## src/rtl/d_line_var.sv

```systemverilog
// d_line_var: multi-lane, runtime-programmable delay line. LANES x WIDTH data plus
// a valid tag ride through a circular buffer; the read tap trails the write pointer by dly_r.
module d_line_var #(
    parameter int WIDTH   = 12,
    parameter int LANES   = 2,
    parameter int MAX_LEN = 32,
    parameter int DEF_LEN = 32,
    localparam int DW     = $clog2(MAX_LEN + 1)
) (
    input  logic                   clk,
    input  logic                   rst,
    input  logic                   en,
    input  logic                   flush,
    input  logic                   cfg_ld,
    input  logic [DW-1:0]          dly_i,
    input  logic                   vld_i,
    input  logic [LANES*WIDTH-1:0] d_i,
    output logic [LANES*WIDTH-1:0] d_o,
    output logic                   vld_o,
    output logic [DW-1:0]          dly_o
);

    localparam int              PW     = $clog2(MAX_LEN);
    localparam int              EW     = LANES * WIDTH;
    localparam logic [DW:0]     LEN_X  = (DW+1)'(MAX_LEN);
    localparam logic [DW-1:0]   DEF_D  = DW'(DEF_LEN);
    localparam logic [PW-1:0]   LAST_P = PW'(MAX_LEN - 1);

    logic [EW-1:0]      mem_d [MAX_LEN];
    logic [MAX_LEN-1:0] mem_v;
    logic [PW-1:0]      wptr;
    logic [PW-1:0]      wptr_nxt;
    logic [DW-1:0]      dly_r;
    logic [DW-1:0]      dly_sat;
    logic [DW:0]        rd_sum;
    logic [DW:0]        rd_idx;

    always_comb begin
        dly_sat = dly_i;
        if (dly_i == '0) begin
            dly_sat = DW'(1);
        end else if ({1'b0, dly_i} > LEN_X) begin
            dly_sat = LEN_X[DW-1:0];
        end
    end

    assign wptr_nxt = (wptr == LAST_P) ? '0 : wptr + PW'(1);

    // Offset by MAX_LEN before subtracting so the tap index never goes negative,
    // which keeps non-power-of-2 depths correct.
    assign rd_sum = {{(DW+1-PW){1'b0}}, wptr} + LEN_X - {1'b0, dly_r};
    assign rd_idx = (rd_sum >= LEN_X) ? rd_sum - LEN_X : rd_sum;

    always_ff @(posedge clk or negedge rst) begin
        if (!rst) begin
            for (int i = 0; i < MAX_LEN; i++) begin
                mem_d[i] <= '0;
            end
            mem_v <= '0;
            wptr  <= '0;
            dly_r <= DEF_D;
        end else if (cfg_ld) begin
            dly_r <= dly_sat;
            mem_v <= '0;
        end else if (flush) begin
            mem_v <= '0;
        end else if (en) begin
            for (int i = 0; i < MAX_LEN; i++) begin
                if (wptr == PW'(i)) begin
                    mem_d[i] <= d_i;
                    mem_v[i] <= vld_i;
                end
            end
            wptr <= wptr_nxt;
        end
    end

    always_comb begin
        d_o   = '0;
        vld_o = 1'b0;
        for (int i = 0; i < MAX_LEN; i++) begin
            if (rd_idx == (DW+1)'(i)) begin
                d_o   = mem_d[i];
                vld_o = mem_v[i];
            end
        end
    end

    assign dly_o = dly_r;

endmodule

```

## config.mk

```make
export PLATFORM = sky130hd
export DESIGN_NAME = d_line_var
export DESIGN_NICKNAME = d
export VERILOG_FILES = /design/src/rtl/d_line_var.sv
export SDC_FILE = /design/constraint.sdc
export NUM_CORES = 1
export LEC_CHECK = 0
export ABC_CLOCK_PERIOD_IN_PS = 11500
export BUFFER_PORTS_ARGS = -buffer_cell sky130_fd_sc_hd__buf_2
export CAP_MARGIN = 20
export CORE_MARGIN = 10
export CORE_UTILIZATION = 55
export CTS_CLUSTER_SIZE = 24
export DETAILED_ROUTE_END_ITERATION = 8
export PLACE_DENSITY = 0.83
export REMOVE_ABC_BUFFERS = 1
export SETUP_SLACK_MARGIN = 0.2
export SYNTH_ARGS = -nofsm -noshare
export SYNTH_HDL_FRONTEND = slang
export SYNTH_SLANG_ARGS = --single-unit
```

## constraint.sdc

```tcl
create_clock -name clk -period 11.5 [get_ports clk]
set_input_delay 1.15 -clock clk [delete_from_list [all_inputs] [get_ports clk]]
set_output_delay 1.15 -clock clk [all_outputs]
set_load 0.05 [all_outputs]
```

==> results.sh <==
export IMPL_io_pin_count=67
export IMPL_post_drt_via_cell_ratio=6.68
export IMPL_clk_latency_ps=650
export IMPL_top_family_by_delay_on_critical_path="simple AND/OR/NAND/NOR gates"
export IMPL_period_minus_slack_ps=7610
export IMPL_drtPass1Iterations=6
export IMPL_postLayoutCellArea_mm2=0.0424
export IMPL_crit_chain="ha_1 > o21a_1 > o21ai_1 > a211oi_4 > ha_1 > inv_1 > or4_1 > nand2_1 > buf_4 > nand3_2 > o22ai_1 > nor2_1 > a221o_1 > buf_2"
export IMPL_finish_utilization_pct=60.7
export IMPL_place_ws_ps=4780
export IMPL_tritoncts_clock_tree="built"
export IMPL_netlist_area_mm2=0.0386
export IMPL_synthesis_area_per_instance_um2=11.9
export IMPL_report_power_total_w=0.0102
export IMPL_required_ps=10350
export IMPL_cts_made_buffers=78
export IMPL_crit_path_dat_ps=6460
export IMPL_synth_async_reset_ratio_pct=100
export IMPL_critical_path_startpoint_type="register"
export IMPL_global_route_wire_length_before_repair_mm=170
export IMPL_route_top_layer_used="met4"
export IMPL_antenna_diode_count=0
export IMPL_setup_viol_count_final=0
export IMPL_postSynthRegisterBits=811
export IMPL_path_clk_slew_ps=70
export IMPL_power_per_cell_area_mw_per_mm2=241
export IMPL_path_common_cell="sky130_fd_sc_hd__ha_1"
export IMPL_slew_headroom_pct=24.0
export IMPL_worstReg2RegStart="wptr[4]$_DFFE_PN0P_"
export IMPL_io_buffers=66
export IMPL_die_y_um=285
export IMPL_hold_path_startpoint="mem_d[680]$_DFFE_PN0P_"
export IMPL_dieArea_mm2=0.0813
export IMPL_min_period_over_period_pct=66.1
export IMPL_leakage_nw=20.0
export IMPL_initial_utilization_pct=55.4
export IMPL_sequential_cell_area_mm2=0.0203
export IMPL_tritoncts_num_sinks=811
export IMPL_synth_seq_area_share_pct=52.5
export IMPL_min_delay_path_class="reg -> reg"
export IMPL_postRouteWirelength_mm=109
export IMPL_drt_drc_violations_left=0
export IMPL_final_hpwl_from_detailed_placement_mm=64.1
export IMPL_design_final_nets=3230
export IMPL_met3RoutedLength_mm=11.0
export IMPL_holdBufCountCts=0
export IMPL_clk_path_buf_depth=3
export IMPL_layout_cell_share_with_drive_strength_beyond_1_pct=35.2
export IMPL_htreeDepth=3
export IMPL_area_growth_syn_to_layout_pct=9.71
export IMPL_grt_setup_unrepaired="false"
export IMPL_ctsRootBufferMaster="sky130_fd_sc_hd__clkbuf_16"
export IMPL_placed_cell_area_mm2=0.0398
export IMPL_outcome="finished, final reports clean"
export IMPL_final_max_slew_violation_count=0
export IMPL_synthFlopType="sky130_fd_sc_hd__dfrtp_1"
export IMPL_worstSetupPathType="reg -> out"
export IMPL_postSynthCellCount=3247
export IMPL_filler_cell_count=5144
export IMPL_vdd_drop_max_v=0.000320
export IMPL_multi_input_area_mm2=0.0172
export IMPL_hold_viol=0
export IMPL_slowest_delay_ps=850
export IMPL_synthesis_yosys_warnings=0
export IMPL_grt_pass1_vias=28800
export IMPL_antenna_found_initial=0
export IMPL_post_cts_setup_buffers=0
export IMPL_timing_final_ws_setup_ps=3890
export IMPL_number_of_enable_flip_flop_cells_after_synthesis=0
export IMPL_drtIter0Drc=2866
export IMPL_globalRoute_totalOverflow=0
export IMPL_overall_via_count_from_detail_route=27900
export IMPL_cts_repair_resize_count=0
export IMPL_detail_route_wl_per_cell_um=26.2
export IMPL_row_count=97
export IMPL_timing_clock_skew_ps=19.8
export IMPL_grt_usage_pct=26.4
export IMPL_tightestPinTransition_ps=1140
export IMPL_drtAntennaViolNets=0
export IMPL_wl_met2_mm=49.5
export IMPL_crit_start="wptr[3]$_DFFE_PN0P_"
export IMPL_max_freq_ghz=0.131
export IMPL_maximum_number_of_pins_on_one_net_before_global_route_repair=183
export IMPL_setup_total_negative_slack_ps=0
export IMPL_core_mm2=0.0698
export IMPL_worst_setup_path_end_kind="primary output"
export IMPL_cpMaxStageDelayCell="sky130_fd_sc_hd__nand2_1"
export IMPL_routabilityCongestion=0.907
export IMPL_cp_max_fo=25
export IMPL_synth_distinct_cells=79
export IMPL_max_cap_violations=0
export IMPL_worst_path_buf_inv=3
export IMPL_m1WireLength_mm=43.1
export IMPL_die_w_um=285
## stage by stage
step                      std cells  hold WS, ps
after floorplan                2959          471
after CTS                      4180          498
final                          4183          498
after global placement         4038          478
after detailed placement       4038          485
after global routing           4183          509
## cells in the mapped netlist (all sizes together) (21+ instances only)
library cell | number | area, um2
and3 | 38 | 238
nor2 | 141 | 534
inv | 33 | 124
a211oi | 25 | 200
a31oi | 44 | 275
buf | 46 | 216
o21ai | 202 | 1010
mux2 | 788 | 8870
nand2 | 244 | 916
a21oi | 121 | 621
mux4 | 23 | 518
a22oi | 21 | 158
dfrtp | 810 | 20300
o22ai | 82 | 527
clkbuf | 242 | 908
nand3 | 42 | 215
mux2i | 80 | 805
## cell usage in the layout, fill, tap and decap left out, types with 16 or more instances in the layout
cell and instances:
sky130_fd_sc_hd__and3_1 38, sky130_fd_sc_hd__a21oi_1 117, sky130_fd_sc_hd__o21ai_0 198, sky130_fd_sc_hd__nor3_1 16, sky130_fd_sc_hd__buf_4 71, sky130_fd_sc_hd__a22oi_1 21, sky130_fd_sc_hd__inv_1 31, sky130_fd_sc_hd__clkinv_2 16
sky130_fd_sc_hd__dfrtp_1 810, sky130_fd_sc_hd__mux2i_1 79, sky130_fd_sc_hd__o22ai_1 81, sky130_fd_sc_hd__nand3_1 41, sky130_fd_sc_hd__a211oi_1 24, sky130_fd_sc_hd__a31oi_1 44, sky130_fd_sc_hd__nand4_1 19, sky130_fd_sc_hd__o221ai_1 19
sky130_fd_sc_hd__o22a_1 20, sky130_fd_sc_hd__nor2_1 113, sky130_fd_sc_hd__clkbuf_1 20, sky130_fd_sc_hd__nor2b_1 20, sky130_fd_sc_hd__nor2_2 27, sky130_fd_sc_hd__clkbuf_16 79, sky130_fd_sc_hd__mux4_2 23, sky130_fd_sc_hd__mux2_2 788
sky130_fd_sc_hd__nand2_1 243, sky130_fd_sc_hd__buf_2 65
## worst reg2reg max path, stage by stage, from the launching register on
cell and delay (ps):
sky130_fd_sc_hd__dfrtp_1 430, sky130_fd_sc_hd__nand2_1 760, sky130_fd_sc_hd__nor2_1 220, sky130_fd_sc_hd__nand3_1 150, sky130_fd_sc_hd__buf_4 520, sky130_fd_sc_hd__mux2_2 440
## power breakdown
part           internal, W  switching, W  total, W  leakage [nW]
Sequential         0.00330      0.000240   0.00354          11.0
Combinational      0.00132       0.00273   0.00405          7.73
Clock              0.00149       0.00113   0.00262          1.28
Total              0.00611       0.00410    0.0102          20.0
## cells by family (layout without fill, tap and decap cells)
group,after synthesis,after routing,synth area share (%)
adder cells (fa/ha/maj),13,13,0.440
multiplexers,891,891,26.4
AO/OA/AOI/OAI,653,653,10.9
flip-flops,811,811,52.5
XOR/XNOR,6,6,0.136
AND/OR/NAND/NOR,552,552,6.36
buffers and inverters,321,317,3.23
## path summary, 6_finish.rpt
kind                                     endpoint  slack, ps  cells after the start
setup / recovery                          d_o[15]       3890                     14
hold / removal             mem_d[680]$_DFFE_PN0P_        500                      1
setup reg to reg           mem_d[320]$_DFFE_PN0P_       8880                      5
hold reg to reg            mem_d[680]$_DFFE_PN0P_        500                      1
max in group asynchronous  mem_d[262]$_DFFE_PN0P_       8670                      3
min in group asynchronous    dly_o[2]$_DFFE_PN0P_        510                      1
## metal layers
| metal | vias up | global-route usage [%] |
|---|---|---|
| met3 | 406 | 6.24 |
| met4 | 0 | 13.3 |
| met1 | 14200 | 34.8 |
| li1 | 11700 | - |
| met2 | 1627 | 40.6 |
| met5 | - | 0 |
## cell type report
| type | instances | area share [%] |
|---|---|---|
| sequential | 811 | 47.9 |
| tap | 940 | 2.77 |
| inverter | 33 | 0.292 |
| timing repair buffer | 142 | 2.28 |
| clock buffer | 114 | 5.33 |
| clock inverter | 28 | 0.764 |
| multi-input combinational | 2115 | 40.7 |
## flip-flops by register name, indices dropped and copies added (netlist names)
register  cells
mem_v        32
dly_o         6
mem_d       768
wptr          5
No activity file was read; power rests on OpenSTA's default activity.
